[config.mk]
export PLATFORM = sky130hd
export DESIGN_NAME = decode_stage_p
export DESIGN_NICKNAME = d
export VERILOG_FILES = /design/src/rtl/decode_pkg.sv /design/src/rtl/reg_file_p.sv /design/src/rtl/decode_stage_p.sv
export SDC_FILE = /design/constraint.sdc
export NUM_CORES = 1
export LEC_CHECK = 0
export BUFFER_PORTS_ARGS = -buffer_cell sky130_fd_sc_hd__buf_2
export CORE_MARGIN = 2
export CORE_UTILIZATION = 63
export DETAILED_ROUTE_END_ITERATION = 6
export PLACE_DENSITY = 0.86
export SLEW_MARGIN = 40
export SYNTH_ARGS = -nofsm -noshare
export SYNTH_HDL_FRONTEND = slang
export SYNTH_HIERARCHICAL = 1
export SYNTH_SLANG_ARGS = --single-unit
[constraint.sdc]
create_clock -name clk -period 6.1 [get_ports clk]
set_clock_uncertainty 0.15 [all_clocks]
set_input_delay 0.305 -clock clk [delete_from_list [all_inputs] [get_ports clk]]
set_output_delay 0.305 -clock clk [all_outputs]
set_load 0.005 [all_outputs]
[src/rtl/decode_pkg.sv]
// Shared defaults for the decode stage: datapath widths and the bit positions
// of the control flags the decode stage interprets inside the signals bundle.
package decode_pkg;
    localparam int DEF_DATA_W     = 16;
    localparam int DEF_NREGS      = 8;
    localparam int DEF_SIG_W      = 24;
    localparam int DEF_IN_SEL_BIT = 18;
    localparam int DEF_USE1_BIT   = 19;
    localparam int DEF_USE2_BIT   = 20;
    localparam int DEF_MEMRD_BIT  = 21;
endpackage

[src/rtl/reg_file_p.sv]
// Parametrised register file: one write port, two combinational read ports
// with write-through bypass so a same-cycle writeback is visible to decode.
module reg_file_p #(
    parameter  int DATA_W = 16,
    parameter  int NREGS  = 8,
    localparam int AW     = $clog2(NREGS)
) (
    input  logic              clk,
    input  logic              rst,
    input  logic              wb_en,
    input  logic [AW-1:0]     wb_addr,
    input  logic [DATA_W-1:0] wb_data,
    input  logic [AW-1:0]     ra1,
    input  logic [AW-1:0]     ra2,
    output logic [DATA_W-1:0] rd1,
    output logic [DATA_W-1:0] rd2
);
    logic [DATA_W-1:0] r_regs [NREGS];
    logic              w_byp1;
    logic              w_byp2;

    always_ff @(posedge clk) begin
        if (rst) begin
            for (int i = 0; i < NREGS; i++) begin
                r_regs[i] <= '0;
            end
        end else if (wb_en) begin
            r_regs[wb_addr] <= wb_data;
        end
    end

    // Bypass is suppressed during reset because the write itself is dropped.
    assign w_byp1 = !rst && wb_en && (wb_addr == ra1);
    assign w_byp2 = !rst && wb_en && (wb_addr == ra2);
    assign rd1    = w_byp1 ? wb_data : r_regs[ra1];
    assign rd2    = w_byp2 ? wb_data : r_regs[ra2];
endmodule

[src/rtl/decode_stage_p.sv]
// Decode stage: register-file read with bypass, input-port operand select,
// load-use stall generation and the ID/EX pipeline register.
module decode_stage_p
    import decode_pkg::*;
#(
    parameter  int DATA_W     = DEF_DATA_W,
    parameter  int NREGS      = DEF_NREGS,
    parameter  int SIG_W      = DEF_SIG_W,
    parameter  int IN_SEL_BIT = DEF_IN_SEL_BIT,
    parameter  int USE1_BIT   = DEF_USE1_BIT,
    parameter  int USE2_BIT   = DEF_USE2_BIT,
    parameter  int MEMRD_BIT  = DEF_MEMRD_BIT,
    localparam int AW         = $clog2(NREGS)
) (
    input  logic              clk,
    input  logic              rst,
    input  logic              in_valid,
    input  logic [SIG_W-1:0]  signals_in,
    input  logic [AW-1:0]     rsrc1,
    input  logic [AW-1:0]     rsrc2,
    input  logic [AW-1:0]     rdst,
    input  logic [DATA_W-1:0] in_port,
    input  logic              wb_en,
    input  logic [AW-1:0]     wb_addr,
    input  logic [DATA_W-1:0] wb_data,
    input  logic              flush,
    input  logic              hold,
    output logic              stall_out,
    output logic              id_ex_valid,
    output logic [SIG_W-1:0]  id_ex_signals,
    output logic [DATA_W-1:0] id_ex_rd1,
    output logic [DATA_W-1:0] id_ex_rd2,
    output logic [AW-1:0]     id_ex_rsrc1,
    output logic [AW-1:0]     id_ex_rsrc2,
    output logic [AW-1:0]     id_ex_rdst
);
    logic [DATA_W-1:0] w_rf_rd1;
    logic [DATA_W-1:0] w_rf_rd2;
    logic [DATA_W-1:0] w_op1;
    logic              w_dep1;
    logic              w_dep2;
    logic              w_haz;

    logic              r_valid;
    logic [SIG_W-1:0]  r_signals;
    logic [DATA_W-1:0] r_rd1;
    logic [DATA_W-1:0] r_rd2;
    logic [AW-1:0]     r_rsrc1;
    logic [AW-1:0]     r_rsrc2;
    logic [AW-1:0]     r_rdst;

    reg_file_p #(
        .DATA_W (DATA_W),
        .NREGS  (NREGS)
    ) u_rf (
        .clk     (clk),
        .rst     (rst),
        .wb_en   (wb_en),
        .wb_addr (wb_addr),
        .wb_data (wb_data),
        .ra1     (rsrc1),
        .ra2     (rsrc2),
        .rd1     (w_rf_rd1),
        .rd2     (w_rf_rd2)
    );

    assign w_op1 = signals_in[IN_SEL_BIT] ? in_port : w_rf_rd1;

    // Operand 1 sourced from in_port never depends on the register file.
    assign w_dep1 = signals_in[USE1_BIT] && !signals_in[IN_SEL_BIT] && (r_rdst == rsrc1);
    assign w_dep2 = signals_in[USE2_BIT] && (r_rdst == rsrc2);
    assign w_haz  = in_valid && r_valid && r_signals[MEMRD_BIT] && (w_dep1 || w_dep2);

    assign stall_out = !rst && !flush && (w_haz || hold);

    always_ff @(posedge clk) begin
        if (rst || flush || (!hold && w_haz)) begin
            r_valid   <= 1'b0;
            r_signals <= '0;
            r_rd1     <= '0;
            r_rd2     <= '0;
            r_rsrc1   <= '0;
            r_rsrc2   <= '0;
            r_rdst    <= '0;
        end else if (!hold) begin
            r_valid   <= in_valid;
            r_signals <= in_valid ? signals_in : '0;
            r_rd1     <= w_op1;
            r_rd2     <= w_rf_rd2;
            r_rsrc1   <= rsrc1;
            r_rsrc2   <= rsrc2;
            r_rdst    <= rdst;
        end
    end

    assign id_ex_valid   = r_valid;
    assign id_ex_signals = r_signals;
    assign id_ex_rd1     = r_rd1;
    assign id_ex_rd2     = r_rd2;
    assign id_ex_rsrc1   = r_rsrc1;
    assign id_ex_rsrc2   = r_rsrc2;
    assign id_ex_rdst    = r_rdst;
endmodule

==> results of run 1 <==
[worst min path at each step]
| stage | startpoint | to | slack, ps | cells past startpoint |
|---|---|---|---|---|
| global placement | id_ex_rd2[10] | id_ex_rd2[10] | 280 | 2 |
| floorplan | id_ex_rd2[6] | id_ex_rd2[6] | 290 | 2 |
| CTS | rdst[0] | id_ex_rdst[0] | 20 | 3 |
| finish | rdst[0] | id_ex_rdst[0] | 20 | 3 |
| detailed placement | id_ex_rd2[6] | id_ex_rd2[6] | 300 | 2 |
| global route | rdst[0] | id_ex_rdst[0] | 40 | 3 |
[logic make-up (layout without fill, tap and decap cells)]
logic type / after synthesis / in the layout / share of synthesized area (%)
AO/OA/AOI/OAI: 70 / 70 / 4.95
XOR/XNOR: 12 / 12 / 1.03
buffers and inverters: 59 / 210 / 3.49
flip-flops: 194 / 194 / 50.5
multiplexers: 144 / 144 / 25.4
other: 0 / 1 / 0
AND/OR/NAND/NOR: 242 / 242 / 14.6
[routing by layer]
metal | GRT usage (%) | wire [µm] | vias up
met2 | 55.0 | 14000 | 552
met5 | 0 | 11 | -
met1 | 41.9 | 10800 | 3593
met4 | 14.9 | 1150 | 2
met3 | 9.49 | 3000 | 91
li1 | - | - | 3054
[Yosys cell counts, drive strengths merged (4+ instances only)]
library cell,number
and2,129
edfxtp,128
dfxtp,66
mux2,64
mux4,64
clkbuf,30
buf,29
nand2,26
nand3b,26
o21ai,25
a32o,24
nor2,23
nor3,18
a21oi,17
mux2i,16
xnor2,12
or2,9
nand4,4
[layout make-up]
class / instances / area [µm²] / share of cell area [%]
antenna: 1 / 2.50 / 0.0212
sequential: 194 / 5160 / 43.8
tap: 216 / 270 / 2.29
clock buffer: 18 / 429 / 3.64
multi-input combinational: 468 / 4700 / 39.9
clock inverter: 14 / 163 / 1.38
timing repair buffer: 178 / 1060 / 8.98
[worst min-delay path, delay by kind of cell]
kind,cells,cell delay [ps]
buf+inv,1,100
compound gates,1,80
simple gates,1,80
[per-stage QoR]
stage | total power, mW | std cells | hold slack (ps)
finish | 3.05 | 1089 | 17.6
global route | 3.13 | 1089 | 39.4
CTS | 3.03 | 1087 | 23.3
detailed placement | 1.90 | 1031 | 300
global placement | 1.88 | 1028 | 281
floorplan | 1.77 | 721 | 292
[power breakdown]
| group | total, mW | internal [mW] | leakage [nW] | switching [mW] |
|---|---|---|---|---|
| Combinational | 0.401 | 0.200 | 2.63 | 0.201 |
| Sequential | 1.51 | 1.47 | 1.76 | 0.0398 |
| Clock | 1.14 | 0.643 | 0.289 | 0.496 |
[state kept, by name (all words and copies together), names as in the netlist]
| register | cells |
|---|---|
| id_ex_rdst | 3 |
| u_rf/r_regs | 128 |
| id_ex_rsrc2 | 3 |
| id_ex_rd2 | 16 |
| id_ex_rd1 | 16 |
| id_ex_signals | 24 |
| id_ex_rsrc1 | 3 |
| id_ex_valid | 1 |
[what timing repair did]
action,CTS,global route
endpoints found under the hold margin,24,0
resized for setup,0,0
hold buffers,24,0
==> reports/summary.txt, run 1 <==
1st-iter DRT viols - 920
Maximum vdd drop - 0.208 mV
Relative slew slack - 53.1%
Nets - 933
Initial antenna violation count - 2
FILL cells - 893
Share of the synthesized area in the top cell type - 37.6%
Root Driver - clkbuf_16
Max Fclk - 0.345 GHz
Grt total ovfl - 0
Area of placed instances - 0.0109 mm²
Max Cap Viol - 0
Fin. Hold Viols - 0
Area contributors post-synth - edfxtp_1 38%, mux4_1 15%, dfxtp_1 13%, and2_1 7.9%, mux2_2 5.5%
CTS Sinks - 194
Initial Util - 64.3%
Antenna Nets Post-Route - 0
Post-Syn Area - 0.0102 mm²
Row cnt - 46
Max FO, Critical Path - 15
Async S/R FF share, synth - 0%
Clock transition at path regs - 70 ps
Final cycle utilization of the critical path - 47.5%
DRC - 0
Largest stage delay, worst path - 560 ps
Vias/cell - 6.70
Routed WL per cell - 26.6 µm
Yosys cell types - 39
Hpwl dp - 17600 µm
Clk_lat worst skew - 440 ps
Crit end category - primary output
Internal reg-to-reg setup slack - 3780 ps
CP top delay family - buffers and inverters
Number of detailed-route iterations in the first pass - 7
Placer Congestion - 0.893
Die area - 0.0173 mm²
Die span in y - 131 µm
Slew Viols, Final - 0
Drt total wl - 29000 µm
Largest net degree at the start of global routing - 62
# H-tree levels - 4
Vias in the first global route - 7350
Flops & latches, synth - 194
Area Overhead vs Synth - 15.4%
Placement Setup Slack - 2990 ps
Via total after detailed routing - 7292
FF-to-FF Start - u_rf/r_regs[5][3]
CORE AREA - 0.0159 mm²
Setup violations, final - 0
Worst r2r dst - id_ex_rd1[3]
Share of layout cells above drive strength 1 - 31.9%
R2r worst-path depth - 7
Leak - 4.69 nW
Critical Path Start Type - primary input
Measured slew at the worst slew-check pin - 702 ps
Sequential fraction of the synthesis area - 50.5%
Commonest non-fill, non-tap cell in the layout - buf_2
Hold Path Class - in2reg
Crit path time final - 2900 ps
Post-synth net total - 795
Crit Path Category - in2out
First-pass GRT wire length - 43000 µm
Post-CTS setup repair buffer count - 0
RSZ-0062 raised after global routing - false
Status - completed
Cell chain of the critical path - dlygate4sd3_1 -> buf_2 -> nor2b_2 -> nand4_2 -> a21oi_2 -> buf_4 -> o21a_1 -> buf_2
Total Routing Usage GR - 33.6%
Cell accounting for the most synthesized area - edfxtp_1
CP Depth - 8
TritonCTS clock tree - built
Setup_tns - 0 ps
Final Core Density - 74.2%
# port buffers - 140
Post-synth EDFFs - 128
Crit. Startpoint - signals_in[19]
Die span in x - 131 µm
Synth Instances - 721
Clock tree buffer depth - 2
Synthesized area per cell - 14.2 µm²
CP Capture Point - stall_out
CTS buffer count - 17
Ys Warns - 6
Most frequent cells in the layout - 135 x buf_2, 129 x and2_1, 128 x edfxtp_1, 66 x dfxtp_1, 60 x mux4_1
CP Buf/Inv Count - 4
Worst endpoint required time - 5640 ps
I/O pins - 141
PD cells - 259 mW/mm²
Most frequent CP cell - buf_2
Worst path arrival time - 2440 ps
Worst Setup Slack, final - 3200 ps
Main synth FF type - edfxtp_1
CP max stage cell - a21oi_2
Final Cell Area - 0.0118 mm²
(Power assumes the default switching activity.)
==> inputs of run 2 (changes only) <==
--- a/config.mk
+++ b/config.mk
@@ -7,9 +7,9 @@
 export LEC_CHECK = 0
 export BUFFER_PORTS_ARGS = -buffer_cell sky130_fd_sc_hd__buf_2
 export CORE_MARGIN = 2
-export CORE_UTILIZATION = 63
+export CORE_UTILIZATION = 52
 export DETAILED_ROUTE_END_ITERATION = 6
-export PLACE_DENSITY = 0.86
+export PLACE_DENSITY = 0.76
 export SLEW_MARGIN = 40
 export SYNTH_ARGS = -nofsm -noshare
 export SYNTH_HDL_FRONTEND = slang
==> constraint.sdc (replaced) <==
create_clock -name clk -period 2.3 [get_ports clk]
set_clock_uncertainty 0.15 [all_clocks]
set_input_delay 0.115 -clock clk [delete_from_list [all_inputs] [get_ports clk]]
set_output_delay 0.115 -clock clk [all_outputs]
set_load 0.005 [all_outputs]
==> reports/summary.txt, run 2 (synthesis gave the netlist of run 1 again) <==
Area Overhead vs Synth - 22.2%
Clock tree buffer depth - 2
Die span in y - 144 µm
Vias in the first global route - 6943
Max reg flops - 128
DRC - 0
1st-iter DRT viols - 583
FILL cells - 1409
Largest net degree at the start of global routing - 36
Worst path arrival time - 1980 ps
Fin. Hold Viols - 0
Slew Viols, Final - 0
Vias/cell - 5.88
Relative slew slack - 63.6%
Measured slew at the worst slew-check pin - 547 ps
Die span in x - 144 µm
Crit end category - primary output
Final Core Density - 64.4%
Status - completed
Antenna Nets Post-Route - 0
Most frequent cells in the layout - 140 x buf_2, 128 x and2_1, 128 x edfxtp_1, 66 x dfxtp_1
Row cnt - 51
Number of detailed-route iterations in the first pass - 7
Crit Path Category - in2out
# H-tree levels - 4
Max Cap Viol - 0
Crit path time final - 2250 ps
Initial Util - 52.7%
Worst endpoint required time - 2040 ps
Setup_tns - 0 ps
Area occupied by multi-input gates - 0.00471 mm²
Max Fclk - 0.445 GHz
Die area - 0.0208 mm²
Leak - 4.97 nW
Setup violations, final - 0
Inst Count DP - 1099
Routed WL per cell - 22.2 µm
Critical Path Start Type - primary input
Max FO, Critical Path - 13
Maximum vdd drop - 0.399 mV
Final cycle utilization of the critical path - 97.6%
Sequential Area - 0.00516 mm²
First-pass GRT wire length - 39600 µm
Final instance count without filler cells - 1195
Initial antenna violation count - 0
Grt total ovfl - 0
Root Driver - clkbuf_16
Largest stage delay, worst path - 590 ps
Largest Register - u_rf/r_regs
Commonest non-fill, non-tap cell in the layout - buf_2
Drt total wl - 26600 µm
Share of layout cells above drive strength 1 - 32.7%
Via total after detailed routing - 7028
# port buffers - 140
CORE AREA - 0.0194 mm²
TritonCTS clock tree - built
CP max stage cell - dlygate4sd3_1
Clock transition at path regs - 80 ps
Most frequent CP cell - buf_2
I/O pins - 141
PD cells - 647 mW/mm²
Placer Congestion - 0.817
CTS buffer count - 17
Hpwl dp - 17000 µm
Hold Path Class - in2reg
Clk_lat worst skew - 450 ps
Total Routing Usage GR - 25.8%
CTS Sinks - 194
Nets - 990
Cell chain of the critical path - buf_2 -> dlygate4sd3_1 -> buf_4 -> xnor2_1 -> nand4_2 -> a21oi_4 -> buf_12 -> o21a_1 -> buf_2
-- run 2: final timing paths --
| path | from | to | depth (start not counted) | slack, ps |
|---|---|---|---|---|
| max reg2reg | u_rf/r_regs[1][11] | id_ex_rd1[11] | 7 | 120 |
| min reg2reg | id_ex_rd2[9] | id_ex_rd2[9] | 2 | 290 |
| max | rsrc1[0] | stall_out | 9 | 50 |
| min | in_port[3] | id_ex_rd1[3] | 5 | 10 |
-- run 2: layout make-up --
class / count / share of cell area [%]
Tap cell: 265 / 2.66
Antenna cell: 1 / 0.0200
Sequential cell: 194 / 41.4
Multi-Input combinational cell: 468 / 37.8
Timing Repair Buffer: 235 / 13.5
Clock inverter: 15 / 1.32
Clock buffer: 17 / 3.41
-- run 2: critical path, delay by kind of cell --
family | cells | cell delay (ps)
AOI/OAI and AO/OA | 2 | 350
xor gates and xnor gates | 1 | 150
buffers and inverters | 5 | 1140
and+or+nand+nor | 1 | 220
-- run 2: power breakdown --
part           total [mW]  switching [mW]  internal (mW)
clock network        2.98            1.43           1.55
registers            4.00           0.103           3.90
logic                1.10           0.497          0.602
total                8.08            2.03           6.04
-- run 2: timing repair --
action | 4_1_cts | 5_1_grt
hold endpoints to repair | 171 | 0
gates resized for setup | 0 | 2
setup endpoints to repair | 0 | 1
hold buffers | 60 | 0
buffers inserted | 0 | 2
-- run 2: metrics by stage --
stage               hold WS [ps]  instance area, µm²  worst slack [ps]  power, mW
floorplan                    119               10200               190       4.70
global route                32.5               12500             -12.5       8.31
CTS                         3.90               12400              45.3       8.09
global placement             205               11200              13.5       5.03
finish                      11.0               12500              54.3       8.08
detailed placement           208               11200            -0.818       5.07
-- run 2: metal layers --
| metal | track usage (%) | wire length (µm) | up-vias |
|---|---|---|---|
| met5 | 0 | 0 | - |
| met4 | 10.5 | 607 | 0 |
| met3 | 5.26 | 1970 | 51 |
| met2 | 43.3 | 12900 | 343 |
| met1 | 33.2 | 11100 | 3464 |
| li1 | - | - | 3170 |
